[src/rtl/hs_bus_amba_axilite_seq.sv]
// Single-outstanding AXI-Lite manager: one cmd in, one AXI transaction, one rsp out.
// Optional response timeout with late-response drain: define HS_BUS_AMBA_AXILITE_SEQ_TIMEOUT_EN.
//
// state     | meaning
// ----------+----------------------------------------------------
// S_IDLE    | waiting for a command (blocked while draining)
// S_WR_REQ  | AW and W presented independently until both accepted
// S_WR_RESP | waiting for B
// S_RD_REQ  | AR presented until accepted
// S_RD_RESP | waiting for R
// S_RSP     | response held until rsp_ready
module hs_bus_amba_axilite_seq #(
  parameter int ADDR_WIDTH     = 32,
  parameter int DATA_WIDTH     = 32,
  parameter int STRB_WIDTH     = DATA_WIDTH / 8,
  parameter int TIMEOUT_CYCLES = 256
) (
  input  logic                  aclk,
  input  logic                  aresetn,
  input  logic                  cmd_valid,
  output logic                  cmd_ready,
  input  logic                  cmd_write,
  input  logic [ADDR_WIDTH-1:0] cmd_addr,
  input  logic [DATA_WIDTH-1:0] cmd_wdata,
  input  logic [STRB_WIDTH-1:0] cmd_wstrb,
  output logic                  rsp_valid,
  input  logic                  rsp_ready,
  output logic [DATA_WIDTH-1:0] rsp_rdata,
  output logic [1:0]            rsp_resp,
  output logic                  awvalid,
  input  logic                  awready,
  output logic [ADDR_WIDTH-1:0] awaddr,
  output logic                  wvalid,
  input  logic                  wready,
  output logic [DATA_WIDTH-1:0] wdata,
  output logic [STRB_WIDTH-1:0] wstrb,
  input  logic                  bvalid,
  output logic                  bready,
  input  logic [1:0]            bresp,
  output logic                  arvalid,
  input  logic                  arready,
  output logic [ADDR_WIDTH-1:0] araddr,
  input  logic                  rvalid,
  output logic                  rready,
  input  logic [DATA_WIDTH-1:0] rdata,
  input  logic [1:0]            rresp
);

  if (TIMEOUT_CYCLES < 2) begin : g_timeout_chk
    $error("TIMEOUT_CYCLES must be at least 2");
  end

  typedef enum logic [2:0] {
    S_IDLE, S_WR_REQ, S_WR_RESP, S_RD_REQ, S_RD_RESP, S_RSP
  } state_e;

  state_e                state_q, state_d;
  logic                  cmd_ready_q, cmd_ready_d;
  logic                  rsp_valid_q, rsp_valid_d;
  logic [DATA_WIDTH-1:0] rsp_rdata_q, rsp_rdata_d;
  logic [1:0]            rsp_resp_q, rsp_resp_d;
  logic                  awvalid_q, awvalid_d;
  logic                  wvalid_q, wvalid_d;
  logic                  arvalid_q, arvalid_d;
  logic                  bready_q, bready_d;
  logic                  rready_q, rready_d;
  logic [ADDR_WIDTH-1:0] addr_q, addr_d;
  logic [DATA_WIDTH-1:0] wdata_q, wdata_d;
  logic [STRB_WIDTH-1:0] wstrb_q, wstrb_d;
  logic                  aw_done_q, aw_done_d;
  logic                  w_done_q, w_done_d;
  logic                  idle_ok;

`ifdef HS_BUS_AMBA_AXILITE_SEQ_TIMEOUT_EN
  localparam int CNT_W = $clog2(TIMEOUT_CYCLES);
  localparam logic [CNT_W-1:0] CNT_LOAD = CNT_W'(TIMEOUT_CYCLES - 1);
  logic [CNT_W-1:0] cnt_q, cnt_d;
  logic             drain_q, drain_d;
`endif

  always_comb begin
    state_d     = state_q;
    cmd_ready_d = cmd_ready_q;
    rsp_valid_d = rsp_valid_q;
    rsp_rdata_d = rsp_rdata_q;
    rsp_resp_d  = rsp_resp_q;
    awvalid_d   = awvalid_q;
    wvalid_d    = wvalid_q;
    arvalid_d   = arvalid_q;
    bready_d    = bready_q;
    rready_d    = rready_q;
    addr_d      = addr_q;
    wdata_d     = wdata_q;
    wstrb_d     = wstrb_q;
    aw_done_d   = aw_done_q;
    w_done_d    = w_done_q;
    idle_ok     = 1'b1;
`ifdef HS_BUS_AMBA_AXILITE_SEQ_TIMEOUT_EN
    cnt_d   = cnt_q;
    drain_d = drain_q;
    // A response that arrives after a timeout is swallowed here, whatever the state.
    if (drain_q && ((bvalid && bready_q) || (rvalid && rready_q))) begin
      drain_d  = 1'b0;
      bready_d = 1'b0;
      rready_d = 1'b0;
    end
    idle_ok = ~drain_d;
`endif
    unique case (state_q)
      S_IDLE: begin
        cmd_ready_d = idle_ok;
        if (cmd_valid && cmd_ready_q) begin
          cmd_ready_d = 1'b0;
          addr_d      = cmd_addr;
          wdata_d     = cmd_wdata;
          wstrb_d     = cmd_wstrb;
          if (cmd_write) begin
            awvalid_d = 1'b1;
            wvalid_d  = 1'b1;
            aw_done_d = 1'b0;
            w_done_d  = 1'b0;
            state_d   = S_WR_REQ;
          end else begin
            arvalid_d = 1'b1;
            state_d   = S_RD_REQ;
          end
        end
      end
      S_WR_REQ: begin
        if (awvalid_q && awready) begin
          awvalid_d = 1'b0;
          aw_done_d = 1'b1;
        end
        if (wvalid_q && wready) begin
          wvalid_d = 1'b0;
          w_done_d = 1'b1;
        end
        if (aw_done_d && w_done_d) begin
          bready_d = 1'b1;
          state_d  = S_WR_RESP;
`ifdef HS_BUS_AMBA_AXILITE_SEQ_TIMEOUT_EN
          cnt_d = CNT_LOAD;
`endif
        end
      end
      S_WR_RESP: begin
        if (bvalid && bready_q) begin
          bready_d    = 1'b0;
          rsp_resp_d  = bresp;
          rsp_rdata_d = '0;
          rsp_valid_d = 1'b1;
          state_d     = S_RSP;
        end
`ifdef HS_BUS_AMBA_AXILITE_SEQ_TIMEOUT_EN
        else if (cnt_q == '0) begin
          rsp_resp_d  = 2'b10;
          rsp_rdata_d = '0;
          rsp_valid_d = 1'b1;
          drain_d     = 1'b1;
          state_d     = S_RSP;
        end else begin
          cnt_d = cnt_q - 1'b1;
        end
`endif
      end
      S_RD_REQ: begin
        if (arvalid_q && arready) begin
          arvalid_d = 1'b0;
          rready_d  = 1'b1;
          state_d   = S_RD_RESP;
`ifdef HS_BUS_AMBA_AXILITE_SEQ_TIMEOUT_EN
          cnt_d = CNT_LOAD;
`endif
        end
      end
      S_RD_RESP: begin
        if (rvalid && rready_q) begin
          rready_d    = 1'b0;
          rsp_rdata_d = rdata;
          rsp_resp_d  = rresp;
          rsp_valid_d = 1'b1;
          state_d     = S_RSP;
        end
`ifdef HS_BUS_AMBA_AXILITE_SEQ_TIMEOUT_EN
        else if (cnt_q == '0) begin
          rsp_resp_d  = 2'b10;
          rsp_rdata_d = '0;
          rsp_valid_d = 1'b1;
          drain_d     = 1'b1;
          state_d     = S_RSP;
        end else begin
          cnt_d = cnt_q - 1'b1;
        end
`endif
      end
      S_RSP: begin
        if (rsp_ready) begin
          rsp_valid_d = 1'b0;
          cmd_ready_d = idle_ok;
          state_d     = S_IDLE;
        end
      end
      default: state_d = S_IDLE;
    endcase
  end

  always_ff @(posedge aclk or negedge aresetn) begin
    if (!aresetn) begin
      state_q     <= S_IDLE;
      cmd_ready_q <= 1'b1;
      rsp_valid_q <= 1'b0;
      rsp_rdata_q <= '0;
      rsp_resp_q  <= '0;
      awvalid_q   <= 1'b0;
      wvalid_q    <= 1'b0;
      arvalid_q   <= 1'b0;
      bready_q    <= 1'b0;
      rready_q    <= 1'b0;
      addr_q      <= '0;
      wdata_q     <= '0;
      wstrb_q     <= '0;
      aw_done_q   <= 1'b0;
      w_done_q    <= 1'b0;
    end else begin
      state_q     <= state_d;
      cmd_ready_q <= cmd_ready_d;
      rsp_valid_q <= rsp_valid_d;
      rsp_rdata_q <= rsp_rdata_d;
      rsp_resp_q  <= rsp_resp_d;
      awvalid_q   <= awvalid_d;
      wvalid_q    <= wvalid_d;
      arvalid_q   <= arvalid_d;
      bready_q    <= bready_d;
      rready_q    <= rready_d;
      addr_q      <= addr_d;
      wdata_q     <= wdata_d;
      wstrb_q     <= wstrb_d;
      aw_done_q   <= aw_done_d;
      w_done_q    <= w_done_d;
    end
  end

`ifdef HS_BUS_AMBA_AXILITE_SEQ_TIMEOUT_EN
  always_ff @(posedge aclk or negedge aresetn) begin
    if (!aresetn) begin
      cnt_q   <= '0;
      drain_q <= 1'b0;
    end else begin
      cnt_q   <= cnt_d;
      drain_q <= drain_d;
    end
  end
`endif

  assign cmd_ready = cmd_ready_q;
  assign rsp_valid = rsp_valid_q;
  assign rsp_rdata = rsp_rdata_q;
  assign rsp_resp  = rsp_resp_q;
  assign awvalid   = awvalid_q;
  assign awaddr    = addr_q;
  assign wvalid    = wvalid_q;
  assign wdata     = wdata_q;
  assign wstrb     = wstrb_q;
  assign bready    = bready_q;
  assign arvalid   = arvalid_q;
  assign araddr    = addr_q;
  assign rready    = rready_q;

endmodule

[config.mk]
export PLATFORM = sky130hd
export DESIGN_NAME = hs_bus_amba_axilite_seq
export DESIGN_NICKNAME = d
export VERILOG_FILES = /design/src/rtl/hs_bus_amba_axilite_seq.sv
export SDC_FILE = /design/constraint.sdc
export NUM_CORES = 1
export LEC_CHECK = 0
export CORE_MARGIN = 2
export CORE_UTILIZATION = 36
export CTS_CLUSTER_DIAMETER = 120
export DETAILED_ROUTE_END_ITERATION = 8
export GPL_ROUTABILITY_DRIVEN = 0
export MAX_ROUTING_LAYER = met4
export PLACE_DENSITY = 0.74
export SLEW_MARGIN = 20
export SYNTH_ARGS = -nofsm -noshare
export SYNTH_HDL_FRONTEND = slang
export SYNTH_SLANG_ARGS = --single-unit
[constraint.sdc]
create_clock -name aclk -period 4.3 [get_ports aclk]
set_input_delay 0.86 -clock aclk [delete_from_list [all_inputs] [get_ports aclk]]
set_output_delay 0.86 -clock aclk [all_outputs]
set_load 0.01 [all_outputs]
==> flow_metrics.py <==
metrics = {
    "status": {
        "status": "completed",
    },
    "logic_synthesis": {
        "ys_warn_count": 0,
        "syn_area_um2": 5010,
        "yosys_register_bits": 114,
        "synth_fp_nets": 500,
        "syn_avg_cell_area_um2": 13.0,
        "yosys.cell_types.count": 33,
        "synthCells": 386,
        "synth_top_area_share_pct": 56.5,
        "seq_area_frac_synth_pct": 57.0,
        "yosys-top-cells-area": "dfrtp_1 (56%), mux2_2 (16%), mux2i_1 (6.6%)",
        "synth.largest_area_cell": "dfrtp_1",
    },
    "clocking": {
        "cts_buffers": 17,
        "holdBufCountCts": 0,
        "clk_pin_slew_ns": 0.05,
        "cts_sinks": 114,
        "cts-root-buf": "clkbuf_16",
        "cts_resized": 0,
        "cts_tree": "built",
        "h-tree-depth": 4,
        "clk_latency_ns": 0.40,
        "cts_setup_buffers": 0,
        "clockBufferDepth": 2,
    },
    "grt": {
        "antenna_found_initial": 0,
        "grt_pass1_wl_mm": 20.0,
        "grt_max_degree": 65,
        "first_global_vias": 4041,
        "grt_usage_pct": 18.1,
        "overflow": 0,
    },
    "critical_path": {
        "arrival_ns": 3.10,
        "criticalPathCategory": "input port to flip-flop",
        "crit_fanout": 14,
        "cpMaxStageDelayCell": "a211oi_4",
        "cp_slowest_stage_delay_ns": 0.80,
        "required_ns": 4.61,
        "r2r_cells": 5,
        "crit_path_cell_trace": "clkdlybuf4s50_1, nor2b_1, a31oi_2, a211oi_4, buf_4, mux2i_1",
        "startpoint_type": "input port",
        "crit_path_end_kind": "flip-flop",
    },
    "detailed_routing": {
        "wirelength_mm": 12.8,
        "antenna_left": 0,
        "drc": 0,
        "viasPerCell": 4.63,
        "drt_iter0_drc": 180,
        "drt-pass1-iter-count": 4,
        "vias": 3738,
        "wl_per_cell_um": 15.8,
    },
    "sta": {
        "period_needed_ns": 2.78,
        "period_share_pct": 64.7,
        "skew_ns": 0.00927,
        "finalSetupViolations": 0,
        "fin_setup_tns_ns": 0,
        "worst_pin_slew_ns": 0.914,
        "holdWs_ns": 0.476,
        "relSlewSlack_pct": 38.8,
        "rsz0062_at_grt": "no",
        "finalHoldViolations": 0,
        "setup_ws_ns": 1.52,
        "drv_slew": 0,
        "fmax_mhz": 359,
    },
    "placed_design": {
        "portBuffers": 254,
        "hpwlAfterDp_mm": 9.41,
        "preCtsSetupSlack_ns": 1.10,
    },
    "flow_run": {
        "drv_cap": 0,
    },
    "cells_and_area": {
        "drive_gt1_share_pct": 18.8,
        "syn_to_final_growth_pct": 59.5,
        "nets": 728,
        "n_antenna_cell": 0,
    },
    "die": {
        "die_w_um": 122,
        "dieHeight_um": 122,
        "start_util_pct": 36.5,
        "core-area_um2": 13700,
        "std_cell_rows": 43,
        "ios": 255,
        "dieArea_um2": 14900,
    },
    "power": {
        "power.density_nw_per_um2": 319,
        "ir_drop_mv": 0.288,
        "p_leak_uw": 0.00357,
    },
    "hold_path": {
        "hold_depth": 2,
        "hold_path_class": "flip-flop to flip-flop",
    },
}
[layout by cell type (no fill, tap or decap), types with 5 or more instances in the layout]
| master | n |
|---|---|
| inv_1 | 37 |
| clkdlybuf4s50_1 | 253 |
| clkbuf_16 | 17 |
| a21oi_1 | 8 |
| clkinv_2 | 5 |
| buf_4 | 5 |
| mux2_2 | 73 |
| dfrtp_1 | 113 |
| mux2i_1 | 33 |
| nand2_1 | 38 |
[through the flow]
step                power, µW  area [µm²]  utilization (%)  std cells
detailed placement       1220        7410             54.0        775
global route             2650        7990             58.2        807
finish                   2550        7990             58.2        807
CTS                      2590        7990             58.2        807
floorplan                1100        5010                -        386
global placement         1220        7410             54.0        775
[kinds of logic after synthesis]
logic type | share of synthesized area, %
AO/OA/AOI/OAI | 3.92
buffers and inverters | 11.5
flip-flops | 57.0
multiplexers | 23.0
AND/OR/NAND/NOR | 4.57
[sequential cells by signal, indices dropped and copies added (netlist names)]
signal / cells
rsp_resp: 2
wvalid: 1
wdata: 32
araddr: 32
state_q: 3
rsp_valid: 1
bready: 1
wstrb: 4
rsp_rdata: 32
arvalid: 1
aw_done_q: 1
awvalid: 1
rready: 1
w_done_q: 1
cmd_ready: 1
[metal layers]
metal | GRT usage, % | up-vias | share of wire, %
met1 | 20.7 | 1846 | 40
met4 | 8.33 | 0 | 2.1
li1 | - | 1717 | -
met3 | 6.23 | 19 | 7.2
met2 | 28.8 | 156 | 50
met5 | - | - | 0
[path summary, 6_finish.rpt]
check | startpoint | endpoint | slack (ns)
worst min-delay path | cmd_ready | cmd_ready | 0.48
worst max-delay path | rvalid | rsp_rdata[4] | 1.52
worst min register to register | cmd_ready | cmd_ready | 0.48
min in group asynchronous | aresetn | wdata[26] | 0.54
worst max register to register | state_q[1] | rsp_rdata[4] | 1.85
max in group asynchronous | aresetn | rsp_rdata[11] | 2.88
[cell usage after synthesis, drive strengths merged]
cell type / instances
o22a: 1
a21bo: 1
nand2: 38
and3: 1
o2111ai: 2
dfrtp: 113
a21oi: 8
nand3: 3
clkbuf: 1
dfstp: 1
nor2b: 2
buf: 50
mux2i: 33
o31ai: 1
o21ai: 4
a41oi: 3
a211o: 1
a31oi: 2
a22o: 2
nor2: 5
nand2b: 1
inv: 37
a32oi: 1
a211oi: 1
mux2: 73
nor3: 1
[report_power, final]
group          internal, µW  leakage, µW  switching (µW)  total, µW
sequential             1070      0.00142               0       1070
combinational          91.6      0.00188            37.7        129
clock                   877     0.000280             471       1350
[critical path, delay by kind of cell]
kind / cells / cell delay [ns]
compound gates: 2 / 0.94
buf+inv: 2 / 0.84
simple gates: 1 / 0.21
mux: 1 / 0.24
[final cells by class]
cell class,count,area (µm²)
clock buffer,22,464
clock inverter,10,109
fill,1110,5730
inverter,37,139
multi-input combinational,184,1590
sequential,114,2850
tap,180,225
timing repair buffer,260,2610
Note: power is estimated with default switching activity, not from simulation.
